File: src/rtl/ifu_fetch_pkg.sv
// ifu_fetch_pkg -- shared definitions for the instruction fetch unit.
//   state_t        : fetch FSM state encoding (also exported for debug)
//   XLEN_DEF       : default fetch data / bus data width
//   ADDR_W_DEF     : default instruction address width
//   LINE_OFF_W     : byte-offset bits inside one fetch line (8-byte lines)
//   PC_RESET       : architectural reset fetch address
// Optional feature macro used by the fetch unit: IFU_LINE_CACHE_EN.
package ifu_fetch_pkg;

  typedef enum logic [1:0] {
    S_IDLE    = 2'd0,
    S_REQ     = 2'd1,
    S_WAIT    = 2'd2,
    S_DISCARD = 2'd3
  } state_t;

  localparam int XLEN_DEF   = 64;
  localparam int ADDR_W_DEF = 64;
  localparam int LINE_OFF_W = 3;

  localparam logic [63:0] PC_RESET = 64'h0000_0000_8000_0000;

endpackage

File: src/rtl/ifu_line_hold.sv
// ifu_line_hold -- one-entry store of the last delivered fetch line.
//   clk, rst      : clock, synchronous active-high reset
//   clear         : invalidate the held line (reset or fence.i)
//   upd           : capture upd_addr/upd_data as the new held line
//   lookup_addr   : aligned line address being fetched this cycle
//   hit, hit_data : held line matches lookup_addr, and its data
//   held_valid    : the held line is valid (debug visibility)
module ifu_line_hold #(
  parameter int XLEN   = 64,
  parameter int ADDR_W = 64
) (
  input  logic              clk,
  input  logic              rst,
  input  logic              clear,
  input  logic              upd,
  input  logic [ADDR_W-1:0] upd_addr,
  input  logic [XLEN-1:0]   upd_data,
  input  logic [ADDR_W-1:0] lookup_addr,
  output logic              hit,
  output logic [XLEN-1:0]   hit_data,
  output logic              held_valid
);

  logic [ADDR_W-1:0] held_addr;
  logic [XLEN-1:0]   held_data;

  always_ff @(posedge clk) begin
    if (rst || clear) begin
      held_valid <= 1'b0;
      held_addr  <= '0;
      held_data  <= '0;
    end else if (upd) begin
      held_valid <= 1'b1;
      held_addr  <= upd_addr;
      held_data  <= upd_data;
    end
  end

  assign hit      = held_valid && (held_addr == lookup_addr);
  assign hit_data = held_data;

endmodule

File: src/rtl/ifu_fetch.sv
// ifu_fetch -- instruction fetch unit between the instruction buffer and
// the instruction bus. One request outstanding at most.
//   clk, rstn        : clock, synchronous ACTIVE-HIGH reset (1 = in reset)
//   fencei_flush     : drop in-flight and held fetch data
//   fetch_addr       : requested line address (bits [2:0] ignored)
//   fetch_data/valid : line data for the current fetch_addr, same cycle
//   ibus_req/addr    : bus read request; accepted when ibus_gnt is also 1
//   ibus_rvalid/rdata: in-order read response, one per accepted request
//   fsm_state        : current FSM state (debug)
// Handshake: a request transfers in a cycle with ibus_req && ibus_gnt; the
// bus answers each transfer with exactly one ibus_rvalid cycle, in order.
// Macro IFU_LINE_CACHE_EN adds a one-line hold (ifu_line_hold) that serves
// repeat fetches of the last delivered line without a bus request.
module ifu_fetch import ifu_fetch_pkg::*; #(
  parameter int XLEN   = XLEN_DEF,
  parameter int ADDR_W = ADDR_W_DEF
) (
  input  logic              clk,
  input  logic              rstn,
  input  logic              fencei_flush,
  input  logic [ADDR_W-1:0] fetch_addr,
  output logic [XLEN-1:0]   fetch_data,
  output logic              fetch_valid,
  output logic              ibus_req,
  output logic [ADDR_W-1:0] ibus_addr,
  input  logic              ibus_gnt,
  input  logic              ibus_rvalid,
  input  logic [XLEN-1:0]   ibus_rdata,
  output state_t            fsm_state
);

  state_t            state;
  logic [ADDR_W-1:0] req_line;
  logic [ADDR_W-1:0] aligned;
  logic              hit;
  logic [XLEN-1:0]   hit_data;
  logic              deliver;
  logic              hold_serve;
  logic              unused_offset;

  assign aligned       = {fetch_addr[ADDR_W-1:LINE_OFF_W], {LINE_OFF_W{1'b0}}};
  assign unused_offset = ^fetch_addr[LINE_OFF_W-1:0];

`ifdef IFU_LINE_CACHE_EN
  logic held_valid;

  ifu_line_hold #(.XLEN(XLEN), .ADDR_W(ADDR_W)) u_hold (
    .clk         (clk),
    .rst         (rstn),
    .clear       (fencei_flush),
    .upd         (deliver),
    .upd_addr    (req_line),
    .upd_data    (ibus_rdata),
    .lookup_addr (aligned),
    .hit         (hit),
    .hit_data    (hit_data),
    .held_valid  (held_valid)
  );
`else
  assign hit      = 1'b0;
  assign hit_data = '0;
`endif

  // A response is delivered only if it is for the line asked for right now.
  assign deliver    = !rstn && !fencei_flush && (state == S_WAIT) &&
                      ibus_rvalid && (req_line == aligned);
  assign hold_serve = !rstn && !fencei_flush && hit;

  assign fetch_valid = deliver || hold_serve;
  assign fetch_data  = deliver    ? ibus_rdata :
                       hold_serve ? hit_data   : '0;

  // In REQ the request tracks fetch_addr combinationally so that the first
  // request after a delivery already carries the new line (no bubble);
  // req_line captures the same value each cycle, holding it from grant on.
  assign ibus_req  = !rstn && !fencei_flush && (state == S_REQ) && !hit;
  assign ibus_addr = rstn ? '0 : ((state == S_REQ) ? aligned : req_line);

  assign fsm_state = state;

  always_ff @(posedge clk) begin
    if (rstn) begin
      state    <= S_IDLE;
      req_line <= '0;
    end else begin
      case (state)
        S_IDLE: begin
          if (!fencei_flush && !hit) begin
            req_line <= aligned;
            state    <= S_REQ;
          end
        end
        S_REQ: begin
          if (fencei_flush) begin
            state <= S_IDLE;
          end else begin
            req_line <= aligned;
            if (ibus_req && ibus_gnt) state <= S_WAIT;
          end
        end
        S_WAIT: begin
          if (fencei_flush) begin
            // A response landing in the flush cycle closes the transaction.
            state <= ibus_rvalid ? S_IDLE : S_DISCARD;
          end else if (ibus_rvalid) begin
            if (req_line != aligned) req_line <= aligned;
            state <= S_REQ;
          end
        end
        S_DISCARD: begin
          if (ibus_rvalid) state <= S_IDLE;
        end
        default: state <= S_IDLE;
      endcase
    end
  end

endmodule
File: config.mk
export PLATFORM = sky130hd
export DESIGN_NAME = ifu_fetch
export DESIGN_NICKNAME = d
export VERILOG_FILES = /design/src/rtl/ifu_fetch_pkg.sv /design/src/rtl/ifu_line_hold.sv /design/src/rtl/ifu_fetch.sv
export SDC_FILE = /design/constraint.sdc
export NUM_CORES = 1
export LEC_CHECK = 0
export CORE_MARGIN = 8
export CORE_UTILIZATION = 37
export DETAILED_ROUTE_END_ITERATION = 7
export PLACE_DENSITY_LB_ADDON = 0.15
export SLEW_MARGIN = 20
export SYNTH_ARGS = -nofsm -noshare
export SYNTH_HDL_FRONTEND = slang
export SYNTH_HIERARCHICAL = 1
export SYNTH_SLANG_ARGS = --single-unit
File: constraint.sdc
create_clock -name clk -period 2.1 [get_ports clk]
set_input_delay 0.315 -clock clk [delete_from_list [all_inputs] [get_ports clk]]
set_output_delay 0.315 -clock clk [all_outputs]
set_load 0.05 [all_outputs]
; Word level (Yosys, flattened, before mapping)
; Index checks and enable logic that the tools add are counted.
[word_totals]
reg_bits = 66
in_bits = 133
out_inout_bits = 132
wordCells = 44
[op_classes]
eq_ne = 13
mux = 16
reduce_logical = 13
[ops]
columns = op, count
row1 = 64-bit 2-to-1 mux, 7
row2 = 64-bit one-hot mux with 2 select lines, 1
row3 = 64-bit equality test, 1
row4 = 64-bit inequality test, 1
row5 = 2-bit 2-to-1 mux, 7
row6 = 2-bit inequality test (second input constant), 5
row7 = 2-bit one-hot mux with 4 select lines, 1
row8 = 1-bit logical AND, 6
row9 = 5-bit AND reduction, 1
row10 = 2-bit equality test (second input constant), 2
row11 = 4-bit AND reduction, 1
row12 = 3-bit by 2-bit inequality test with 1-bit output (second input constant), 1
row13 = 3-bit inequality test (second input constant), 1
row14 = 2-bit by 1-bit equality test with 1-bit output (second input constant), 1
row15 = 1-bit zero test, 2
row16 = 2-bit zero test, 1
row17 = 2-bit by 1-bit inequality test with 1-bit output (second input constant), 1
row18 = 2-bit nonzero test, 1
row19 = 2-bit OR reduction, 1

; Logic depth before layout (Yosys ltp)
[logic_depth]
ltp_word = 7
depth_mapped = 8
ltp_nobuf = 6

; Least setup slack after synthesis
; OpenSTA, ideal clock, no wires.
[synth_timing]
kind = reg2out
start = register state[1], in the netlist fsm_state[1]
end = output fetch_data[54]
arrival_time_ns = 2.427
required_time_ns = 1.785
setup_slack_ns = -0.642
path_stages_with_launch = 7
n_path_buf = 1
path_cell_list = dfxtp_1 -> inv_1 -> a2111oi_0 -> o2111ai_1 -> nor4_2 -> buf_2 -> and2_1
[synth_between]
elab_chain_cells = 5
[synth_rtl]
columns = item, line
row1 = start: declaration, ifu_fetch.sv:32  ; state_t state;
row2 = start signal: assignment, ifu_fetch.sv:104  ; state <= ibus_rvalid ? S_IDLE : S_DISCARD;
row3 = 2-bit equality test, ifu_fetch.sv:65  ; assign deliver = !rstn && !fencei_flush && (state == S_WAIT) &&
row4 = 1-bit logical AND (2 in a row), ifu_fetch.sv:65
row5 = 1-bit logical AND, ifu_fetch.sv:66  ; ibus_rvalid && (req_line == aligned);
row6 = via fetch_valid, ifu_fetch.sv:23  ; output logic fetch_valid,
row7 = 64-bit 2-to-1 mux, ifu_fetch.sv:70  ; assign fetch_data = deliver ? ibus_rdata :
row8 = end: declaration, ifu_fetch.sv:22  ; output logic [XLEN-1:0] fetch_data,
; The timed path passes the listed nets, and every way through them passes these cells.

; Final worst setup path
[layout_timing]
start = register req_line[29]
end = output fetch_data[27]
[layout_between]
elab_chain_cells = 3
[layout_rtl]
columns = item, line
row1 = start: declaration, ifu_fetch.sv:33  ; logic [ADDR_W-1:0] req_line;
row2 = start signal: assignment, ifu_fetch.sv:89  ; req_line <= aligned;
row3 = start signal: assignment, ifu_fetch.sv:97  ; req_line <= aligned;
row4 = start signal: assignment, ifu_fetch.sv:106  ; if (req_line != aligned) req_line <= aligned;
row5 = 64-bit equality test, ifu_fetch.sv:66
row6 = 1-bit logical AND, ifu_fetch.sv:66
row7 = 64-bit 2-to-1 mux, ifu_fetch.sv:70
; Every way passes these cells.

==> results by group <==
Die
  – Floorplan die area: between 15000 and 20000 um2
  – Area of the core region: 13300 um2
  – Chip width: ~130 um
  – Initial Utilization: around two fifths
  – Boundary Pins: approximately 270
  – Vert. Die Dim: between 100 and 150 um
  – Number of cell rows: 42

STA
  – Setup repair after global routing missed its margin: yes
  – Final setup violating endpoints: between 100 and 150
  – Max-slew violation count: 0
  – Post-route setup slack: -1.014 ns
  – Slew of the pin with the lowest slew margin: between 1 and 1.5 ns
  – Final-report hold violation count: 0
  – Final Cycle Share: 148.3%
  – Maximum clock skew at final layout: just under 0.01 ns
  – Rel. slew slack: between 20% and 30%
  – Tmin final: just over 3 ns
  – Worst hold slack: between 0.4 and 0.5 ns
  – Highest clock rate: 321.1 MHz

Final layout
  – Syn-to-layout area delta: 126.9%
  – Net count reported at finish: ~1100
  – Final cell area excluding filler cells: around 11000 um2
  – Fraction of layout instances using a drive strength above 1: 43.28%

GRT
  – Pin count of the biggest net entering global routing: ~190
  – Number of global-route vias before repair: ~6600
  – Global-route wire length before repair: roughly 40 mm
  – Antenna violations before repair: 5
  – Total GRT Usage: between 20% and 30%
  – Gr ovfl total: 0

Clock tree
  – Buffer type at the clock tree root: clkbuf_16
  – CTS tree: built
  – TritonCTS Buffers: 9
  – H-tree depth: 3
  – Clock sinks: 63
  – Clk Latency, worst-skew pair: 0.33 ns
  – Post-CTS clock slew at the launch and capture registers of the worst setup and hold paths: 0.05 ns
  – Maximum number of buffers from clock root to sink: 2

Worst setup path
  – Critical Path Source Type: register
  – Critical path class: reg2out
  – Standard cell with the maximum stage delay on the critical path: nor4_4
  – Critical-path cell list: xnor2_2 -> nand4_1 -> nor4_2 -> nand4_1 -> nor4_4 -> buf_6 -> buf_12 -> buf_16 -> and2_4 -> buf_12
  – Crit. End Element: output pin
  – Arrival time at the worst endpoint: 2.80 ns
  – Family with the most delay on the worst path: simple AND/OR/NAND/NOR gates
  – Bufs and invs on worst path: 4
  – Maximum fanout along the worst path: 8
  – Critical path required time: between 1.5 and 2 ns
  – Peak per-stage delay on the critical path: between 0.3 and 0.4 ns

Synthesis
  – Yosys reg bits: 63
  – Gate Count Post-Synth: about 660
  – Post-synthesis area per instance: approximately 7.6 um2
  – Count of yosys warnings during synthesis: 6
  – Post-synth cell types: 35
  – Area of the mapped netlist: around 5100 um2
  – Sequential-to-total area share from yosys stat: about 25%

Placed design
  – RePlAce Congestion: 0.9301
  – Port Buffers: 258
  – Instance area at placement: about 10000 um2
  – Detail Placement HPWL: between 15 and 20 mm

Status
  – Run status: finished, violations left
  – Failing checks: negative setup slack

Route
  – WL/cell: 22.86 um
  – Via-per-instance ratio: between 5 and 6
  – Via count: 6235
  – DRC violation count after routing: 0
  – First-pass iteration count of the detailed router: 5
  – Initial DRC count: around 510
  – Number of antenna-violating nets in the routed design: 0
  – Routed Wire Length: 27.29 mm

Power
  – P_leak: ~4.7 nW
  – Maximum vdd drop: 442.5 uV
  – Power density normalized to cell area: around 430 nW/um2

Job
  – Count of maximum capacitance violations: 0

Min path
  – Hold WC Path Type: in2reg
## layer usage
metal | global-route usage [%] | routed length [um]
met5 | 0 | 0
met4 | 14.13 | 1035
met3 | 5.185 | 1607
met2 | 52.68 | 14240
met1 | 31.74 | 10410
## layout make-up
cell class	instances	area [um2]
Timing Repair Buffer	382	5012
Sequential cell	63	1271
Fill cell	677	1822
Clock inverter	3	65.06
Multi-Input combinational cell	535	4569
Clock buffer	13	260.3
Inverter	16	60.06
Tap cell	176	220.2
Antenna cell	6	15.01
## cell usage after synthesis
| master | number | area share, % |
|---|---|---|
| and2_1 | 64 | 7.9 |
| mux2i_1 | 61 | 12 |
| or3_1 | 1 | 0.12 |
| clkbuf_2 | 5 | 0.49 |
| nor2b_1 | 7 | 0.87 |
| clkbuf_1 | 33 | 2.4 |
| nor4_1 | 6 | 0.74 |
| a32oi_1 | 1 | 0.17 |
| a22o_1 | 2 | 0.35 |
| o22ai_1 | 5 | 0.62 |
| a2bb2oi_1 | 1 | 0.17 |
| a21oi_1 | 64 | 6.3 |
| buf_4 | 5 | 0.74 |
| nand2_1 | 124 | 9.2 |
| nand3_1 | 1 | 0.099 |
| o31a_1 | 1 | 0.17 |
| inv_1 | 16 | 1.2 |
| dfxtp_1 | 63 | 25 |
| nor2_1 | 2 | 0.15 |
| a2111oi_0 | 1 | 0.17 |
| conb_1 | 1 | 0.074 |
| or2b_1 | 78 | 12 |
| nor3_1 | 2 | 0.20 |
| a2111o_1 | 2 | 0.45 |
| buf_2 | 1 | 0.099 |
| a211oi_1 | 2 | 0.30 |
| xnor2_1 | 36 | 6.2 |
| xor2_1 | 10 | 1.7 |
| nand4_1 | 10 | 1.2 |
| o221ai_1 | 1 | 0.17 |
| nor4_2 | 2 | 0.49 |
| o2111ai_1 | 1 | 0.17 |
| buf_12 | 6 | 2.4 |
| nand2b_1 | 46 | 5.7 |
| buf_6 | 1 | 0.22 |
## path summary, 6_finish.rpt
path | start | endpoint | slack (ns) | cells after the start
worst max-delay path | req_line[29]$_SDFFE_PP0P_ | fetch_data[27] | -1.01 | 10
worst min-delay path | fetch_addr[43] | req_line[43]$_SDFFE_PP0P_ | 0.43 | 3
worst max register to register | req_line[29]$_SDFFE_PP0P_ | req_line[53]$_SDFFE_PP0P_ | -0.40 | 9
worst min register to register | req_line[25]$_SDFFE_PP0P_ | req_line[25]$_SDFFE_PP0P_ | 0.58 | 2
## placed cells by master (no fill, tap or decap), types with 10 or more instances in the layout
cell	netlist	routed
xnor2_1	36	18
clkbuf_16	0	11
nand2b_1	46	46
nand4_1	10	10
inv_1	16	16
dfxtp_1	63	57
xnor2_2	0	18
nand2_1	124	123
xor2_1	10	10
buf_12	6	131
and2_4	0	64
a21oi_4	0	60
buf_4	5	99
dlygate4sd2_1	0	38
mux2i_1	61	54
clkdlybuf4s50_1	0	89
or2b_1	78	78
## worst reg2reg max path, cell delays in order, from the launching register on
cell and delay [ns]:
dfxtp_1 0.33, xnor2_2 0.21, nand4_1 0.21, nor4_2 0.36
nand4_1 0.23, buf_4 0.22, o31a_4 0.40, buf_12 0.16
buf_16 0.14, mux2i_1 0.12
## registers in the layout, summed over array words and instances, names as in the netlist
name       cells
fsm_state      2
req_line      61
## power breakdown
group          total (mW)  internal, mW  switching [mW]
logic                1.89         0.931           0.964
registers            1.34          1.27          0.0668
clock network        1.66          1.10           0.560
total                4.90          3.31            1.59
## repair_timing
item / in CTS / in global routing
pin swaps: 20 / 15
hold buffers: 0 / 0
endpoints found under the setup margin: 147 / 153
gates cloned: 11 / 2
gates resized for setup: 94 / 40
setup buffers: 17 / 5
## logic make-up (layout without fill, tap and decap cells)
family	count (synthesis)	after routing	synth area share (%)
and+or+nand+nor	343	343	38.30
AOI/OAI and AO/OA	81	82	9.080
buffers and inverters	67	414	7.571
DFF	63	63	24.94
muxes	61	61	12.07
xor gates and xnor gates	46	46	7.966
other	1	9	0.07415
## through the flow
step	setup WS (ns)	utilization, %	cells	power, mW	setup TNS, ns
6_report	-1.014	86.30	1194	4.899	-79.14
5_1_grt	-1.056	86.28	1193	5.047	-85.40
3_5_place_dp	-1.078	78.56	1150	3.116	-118.47
4_1_cts	-0.8932	85.65	1190	4.845	-67.82
2_1_floorplan	-0.1980	-	664	2.244	-12.47
3_3_place_gp	-1.010	78.56	1150	3.075	-114.39
Note: power is estimated with default switching activity, not from simulation.
